**src/rtl/shift_unit.sv**
```systemverilog
// Registered logical barrel shifter (SLL/SRL) for the ALU datapath.
// A single right-shift mux chain does the work; left shifts bit-reverse the
// operand on the way in and the result on the way out.
module shift_unit #(
  parameter int unsigned WIDTH = 32,
  localparam int unsigned SHAMT_WIDTH = $clog2(WIDTH)
) (
  input  logic                   clk,
  input  logic                   rst,
  input  logic [WIDTH-1:0]       i_1,
  input  logic [SHAMT_WIDTH-1:0] shamt,
  input  logic                   shope,
  input  logic                   enable,
  output logic [WIDTH-1:0]       o
);

  logic [WIDTH-1:0] core_in;
  logic [WIDTH-1:0] core_out;
  logic [WIDTH-1:0] shift_res;
  logic [WIDTH-1:0] o_q;

  function automatic logic [WIDTH-1:0] bit_rev(input logic [WIDTH-1:0] v);
    logic [WIDTH-1:0] r;
    r = '0;
    for (int i = 0; i < int'(WIDTH); i++) begin
      r[i] = v[WIDTH-1-i];
    end
    return r;
  endfunction

  // Right-shift core: stage k shifts by 2**k when shamt[k] is set.
  always_comb begin
    core_in  = shope ? bit_rev(i_1) : i_1;
    core_out = core_in;
    for (int k = 0; k < int'(SHAMT_WIDTH); k++) begin
      if (shamt[k]) begin
        core_out = core_out >> (1 << k);
      end
    end
    shift_res = shope ? bit_rev(core_out) : core_out;
  end

  // Result register; a disabled unit drives zero so the ALU mux can OR it in.
  always_ff @(posedge clk) begin
    if (rst) begin
      o_q <= '0;
    end else if (!enable) begin
      o_q <= '0;
    end else begin
      o_q <= shift_res;
    end
  end

  assign o = o_q;

endmodule

```
**config.mk**
```make
export PLATFORM = sky130hd
export DESIGN_NAME = shift_unit
export DESIGN_NICKNAME = d
export VERILOG_FILES = /design/src/rtl/shift_unit.sv
export SDC_FILE = /design/constraint.sdc
export NUM_CORES = 1
export LEC_CHECK = 0
export CELL_PAD_IN_SITES_DETAIL_PLACEMENT = 0
export CELL_PAD_IN_SITES_GLOBAL_PLACEMENT = 1
export CORE_MARGIN = 2
export CORE_UTILIZATION = 40
export DETAILED_ROUTE_END_ITERATION = 16
export GPL_TIMING_DRIVEN = 0
export PLACE_DENSITY_LB_ADDON = 0.1
export SLEW_MARGIN = 10
export SYNTH_ARGS = -nofsm -noshare
export SYNTH_HDL_FRONTEND = slang
export SYNTH_SLANG_ARGS = --single-unit
```
**constraint.sdc**
```tcl
create_clock -name clk -period 4.9 [get_ports clk]
set_input_delay 0.735 -clock clk [delete_from_list [all_inputs] [get_ports clk]]
set_output_delay 0.735 -clock clk [all_outputs]
set_load 0.02 [all_outputs]
```
==> flow_summary.yaml, run 1 <==
critical_path:
  path_class: "in -> reg"
  crit_start: "shope"
  crit_cells: 10
  endpoint: "o[29]"
  crit_path_top_delay_cell: "clkdlybuf4s50_1"
  path_delay_family: "buffers and inverters"
  crit_buf_inv: 5
  required_ns: 5.11
  crit_path_start_kind: "input port"
  cp-end-kind: "register"
  path_cells: "clkdlybuf4s50_1 > buf_6 > buf_6 > clkbuf_1 > nor3b_1 > clkbuf_1 > nand2_1 > o22ai_1 > a21oi_1 > a21oi_1"
  crit_path_max_fanout: 10
  max_stage_delay_ns: 0.50
  worstPathArrival_ns: 3.63
pwr:
  peakVddDrop_v: 0.0001224
  total_power_uw: 905.1
  p_leak_nw: 1.617
  power.density_nw_per_um2: 205.4
timing:
  fmax_ghz: 0.2925
  rsz0062_at_grt: "no"
  fin_crit_sh_pct: 69.76
  finalHoldViolCount: 0
  setup_violations: 0
  worstMarginPinSlew_ns: 0.6019
  fin_tns_setup_ns: 0
  maxSlewHeadroom_pct: 59.87
  fin_crit_ns: 3.418
  finalMaxSlewViolations: 0
clock_network:
  cts.repair.resized: 0
  cts_sinks: 32
  max-clock-path-buffers: 2
  postCtsHoldBufs: 0
  cts_tree: "yes"
  cts_setup_buffers: 0
  h-tree-depth: 2
  numCtsBuffers: 5
  clkTransAtPathRegs_ns: 0.06
  cts_root_buf: "clkbuf_8"
synth:
  syn_inst: 373
  async_reset_ff_share_pct: 0
  synthAdderAreaFrac_pct: 0
  synth_area_leader_cell: "dfxtp_1"
  yosys_warnings: 0
  synth_nets: 414
  yosysUniqueCellTypes: 55
  synthXorXnorAreaFrac_pct: 0.2521
  synth-seq-cells: 32
  synth.area.top_cells: "dfxtp_1 18%, mux4_2 13%, mux2i_1 10%, mux2_2 9.1%, mux4_1 6.8%"
  synth_compound_area_share_pct: 21.25
  yosys.area_share.simple_pct: 14.37
  synthMuxAreaShare_pct: 39.86
  synth_area_sq_um: 3475
  yosys_most_used_dff: "dfxtp_1"
  synth_edf_count: 0
  synth_seq_area_share_pct: 18.44
  synth_top_area_share_pct: 18.44
  synth_top_family_by_area: "multiplexers"
  syn_avg_cell_area_sq_um: 9.315
routing:
  dr.pass1.iters: 6
  post-route-drc-count: 0
  drtIter0Drc: 162
  ant_nets: 0
  vias: 3565
  routed_via_density: 6.389
  wl_um: 12650
  wl_per_cell_um: 22.67
floorplan:
  rows: 34
  die_width_um: 97.20
  io_pins: 73
  die-height_um: 97.20
  core_area_sq_um: 8551
  start_util_pct: 40.64
  design.die.area_sq_um: 9448
worst_hold_path:
  hp-class: "in -> reg"
run_status:
  outcome: "complete, no violations"
cells_and_area:
  largest_register_ffs: 32
  fin_nets: 491
  syn_to_final_growth_pct: 26.83
  fillers: 811
  num_antenna_cells: 0
  final_layout_size_suffix_gt1_share_pct: 17.33
placed_design:
  gp_congestion: 0.9686
  dp_hpwl_um: 10390
  io_buffers: 70
global_routing:
  grt_pass1_vias: 3628
  antenna_found_initial: 0
  grt_pass1_wl_um: 19840
  grtUsageTotal_pct: 26.47
  grt_max_degree: 11
  grt-ovfl-total: 0
flow_run:
  drv_cap: 0
[how the worst min path moves through the flow]
stage / startpoint / cells past startpoint / end / slack (ns)
after floorplan: shamt[4] / 3 / o[21] / 1.03
final: shamt[0] / 4 / o[22] / 1.14
after global routing: shamt[0] / 4 / o[22] / 1.21
after detailed placement: shamt[0] / 4 / o[22] / 1.42
after CTS: shamt[0] / 4 / o[22] / 1.14
after global placement: shamt[0] / 4 / o[22] / 1.40
[Yosys cell counts, types with 3 or more instances]
library cell and n:
o21a_1 3, dfxtp_1 32, mux2_2 28, nor2_1 21
nor3_1 5, buf_1 4, a2bb2oi_1 4, o221a_2 3
mux4_2 20, and2_1 4, o22a_1 5, a22oi_1 11
buf_2 10, mux4_1 9, nand2b_1 6, o21ai_0 12
nor2b_1 7, nand3_1 11, mux2i_1 36, o221ai_1 5
buf_6 3, a31oi_1 5, nand2_1 43, clkbuf_1 13
o22ai_1 21, o2bb2ai_1 3, a21oi_1 11
[cells in the final DEF, fill, tap and decap left out, drive strengths merged, types with 6 or more instances in the layout]
cell / instances
dfxtp: 32
o21ai: 12
mux2i: 37
nor2: 21
nand3: 11
clkbuf: 20
a21oi: 11
nand2: 43
mux2: 28
mux4: 29
nor2b: 7
buf: 19
clkdlybuf4s50: 70
o22ai: 21
nand2b: 6
a22oi: 11
[cells by family (layout without fill, tap and decap cells)]
logic type | after synthesis | after routing
and+or+nand+nor | 107 | 107
AOI/OAI and AO/OA | 103 | 103
muxes | 94 | 94
buffers and inverters | 36 | 113
DFF | 32 | 32
xor gates and xnor gates | 1 | 1
[layer usage]
metal  global-route usage, %  share of wire (%)  routed length [um]
met4                   8.884                2.7                 345
met1                   32.85                 42                5342
met3                   2.374                4.8                 607
met5                       0                  0                   0
met2                   48.08                 50                6356
[layout make-up]
| type | count | area (sq um) | share of cell area [%] |
|---|---|---|---|
| inverters | 4 | 15.01 | 0.3407 |
| repair buffers | 70 | 700.7 | 15.90 |
| well taps | 108 | 135.1 | 3.066 |
| flip-flops and latches | 32 | 640.6 | 14.54 |
| clock buffers | 7 | 96.34 | 2.186 |
| plain buffers | 32 | 187.7 | 4.259 |
| multi-input cells | 305 | 2631 | 59.71 |
[tightest hold or removal path: stages]
cell,delay [ns]
buf_2,0.18
mux4_2,0.29
a22oi_1,0.09
o21ai_0,0.08
[stage by stage]
step / hold slack (ns) / area [sq um] / util, % / setup WS, ns / cells
after floorplan: 1.033 / 3475 / - / 2.211 / 373
after detailed placement: 1.419 / 4310 / 50.41 / 1.234 / 551
after CTS: 1.138 / 4407 / 51.54 / 1.515 / 558
after global placement: 1.402 / 4310 / 50.41 / 1.242 / 551
after global routing: 1.207 / 4407 / 51.54 / 1.299 / 558
final: 1.137 / 4407 / 51.54 / 1.482 / 558
[power by group]
group	switching, mW	internal [mW]
Sequential	0.00291	0.273
Clock	0.0913	0.125
Combinational	0.225	0.188
Total	0.319	0.586
(Power assumes the default switching activity.)
==> run 2, diff against run 1 <==
==> constraint.sdc (replaced) <==
create_clock -name clk -period 3.3 [get_ports clk]
set_input_delay 0.495 -clock clk [delete_from_list [all_inputs] [get_ports clk]]
set_output_delay 0.495 -clock clk [all_outputs]
set_load 0.02 [all_outputs]
==> run 2 against run 1 <==
Net effect: worst hold slack got worse by 0.24 ns; clock-buffer cell count unchanged; design area about the same; flip-flop and latch count unchanged; critical path depth down 1; cell count stayed put; core utilization is essentially flat; combinational power rose by 48%; setup slack worse by 1.2 ns; clock power grew 49%; critical path type unchanged; largest cell class unchanged.
==> flow_summary.yaml, run 2 (same netlist as run 1, synthesis figures left out) <==
routing:
  wl_um: 12670
  dr.pass1.iters: 5
  routed_via_density: 6.414
  wl_per_cell_um: 22.70
  post-route-drc-count: 0
  drtIter0Drc: 164
  ant_nets: 0
  vias: 3579
placed_design:
  dp_hpwl_um: 10390
  io_buffers: 70
  gp_congestion: 0.9686
  dp.cells: 551
pwr:
  peakVddDrop_v: 0.0001818
  internal_power_uw: 869.7
  total_power_mw: 1.345
  clkPwrFrac_pct: 23.9
  comb_power_share_pct: 45.6
  seq_power_share_pct: 30.5
  p_leak_nw: 1.620
  power.switching_uw: 475.0
  swShare_pct: 35.32
  power.density_nw_per_um2: 305.0
global_routing:
  grt_pass1_vias: 3628
  grt-ovfl-total: 0
  grtUsageTotal_pct: 26.47
  grt_max_degree: 11
  antenna_found_initial: 0
  grt_pass1_wl_um: 19840
timing:
  maxSlewHeadroom_pct: 59.60
  fin_crit_ns: 3.053
  rsz0062_at_grt: "no"
  fin_crit_sh_pct: 92.52
  worstMarginPinSlew_ns: 0.6060
  fin_tns_setup_ns: 0
  fmax_ghz: 0.3275
  finalMaxSlewViolations: 0
  finalHoldViolCount: 0
  setup_violations: 0
clock_network:
  cts_tree: "yes"
  clkTransAtPathRegs_ns: 0.06
  cts_sinks: 32
  postCtsHoldBufs: 0
  max-clock-path-buffers: 2
  cts_root_buf: "clkbuf_8"
  h-tree-depth: 2
  numCtsBuffers: 5
worst_hold_path:
  min_from: "shamt[0]"
  hp-class: "in -> reg"
  whs_path_depth: 4
  min_to: "o[22]"
critical_path:
  crit_path_max_fanout: 10
  crit_path_start_kind: "input port"
  worstPathArrival_ns: 3.19
  path_class: "in -> reg"
  cp-end-kind: "register"
  required_ns: 3.44
run_status:
  outcome: "complete, no violations"
cells_and_area:
  fillers: 815
  final_common_cell: "clkdlybuf4s50_1"
  fin_nets: 491
  num_antenna_cells: 0
  most-common-layout-cells: "70 x clkdlybuf4s50_1, 43 x nand2_1, 36 x mux2i_1, 32 x dfxtp_1, 28 x mux2_2"
  final_layout_size_suffix_gt1_share_pct: 17.56
  stdcell_count: 558
  syn_to_final_growth_pct: 26.86
  largest_register_ffs: 32
floorplan:
  io_pins: 73
  rows: 34
  core_area_sq_um: 8551
  die_width_um: 97.20
  design.die.area_sq_um: 9448
  die-height_um: 97.20
  start_util_pct: 40.64
flow_run:
  drv_cap: 0
==> run 2: layout make-up <==
class                   count  area [sq um]  area share [%]
clock buffers               7         96.34           2.186
well taps                 108         135.1           3.066
repair buffers             70         700.7           15.90
inverters                   4         15.01          0.3406
multi-input cells         305          2631           59.69
plain buffers              32         188.9           4.286
flip-flops and latches     32         640.6           14.53
==> run 2: critical path: stages <==
cell             delay, ns
clkdlybuf4s50_1       0.57
buf_6                 0.21
buf_12                0.17
mux4_1                0.57
mux2i_1               0.39
mux2i_1               0.19
a22oi_1               0.25
o221a_2               0.26
o22ai_1               0.09
==> run 2: metal layers <==
metal | track usage (%) | up-vias | wire length [um]
met2 | 48.08 | 145 | 6376
met5 | 0 | - | 0
met3 | 2.374 | 27 | 620
li1 | - | 1627 | -
met1 | 32.85 | 1780 | 5351
met4 | 8.884 | 0 | 320
==> run 2: power groups by stage <==
stage / registers, mW / clock network [mW] / logic [mW]
5_1_grt: 0.412 / 0.341 / 0.648
6_report: 0.410 / 0.321 / 0.613
3_3_place_gp: 0.418 / 0 / 0.602
4_1_cts: 0.410 / 0.324 / 0.604
3_5_place_dp: 0.419 / 0 / 0.602
2_1_floorplan: 0.444 / 0 / 0.356
==> run 2: worst max-delay path by stage <==
| stage | start | end | slack [ns] | depth (start not counted) |
|---|---|---|---|---|
| detailed placement | shope | o[29] | -0.13 | 10 |
| global route | shope | o[22] | 0.09 | 9 |
| floorplan | shamt[1] | o[10] | 0.85 | 7 |
| finish | shope | o[27] | 0.25 | 9 |
| global placement | shope | o[29] | -0.12 | 10 |
| CTS | shope | o[29] | 0.15 | 10 |
==> run 2: metrics by stage <==
stage               area (sq um)  worst slack (ns)  utilization (%)  hold WS [ns]
detailed placement          4310           -0.1262            50.41         1.179
global placement            4310           -0.1184            50.41         1.162
CTS                         4407            0.1545            51.54        0.8982
floorplan                   3475            0.8507                -        0.7930
finish                      4408            0.2469            51.55        0.8967
global route                4408           0.08533            51.55        0.9667
==> run 2: timing repair <==
action	in CTS	in global routing
gates resized for setup	0	2
endpoints found under the setup margin	0	2
buffers inserted	0	0
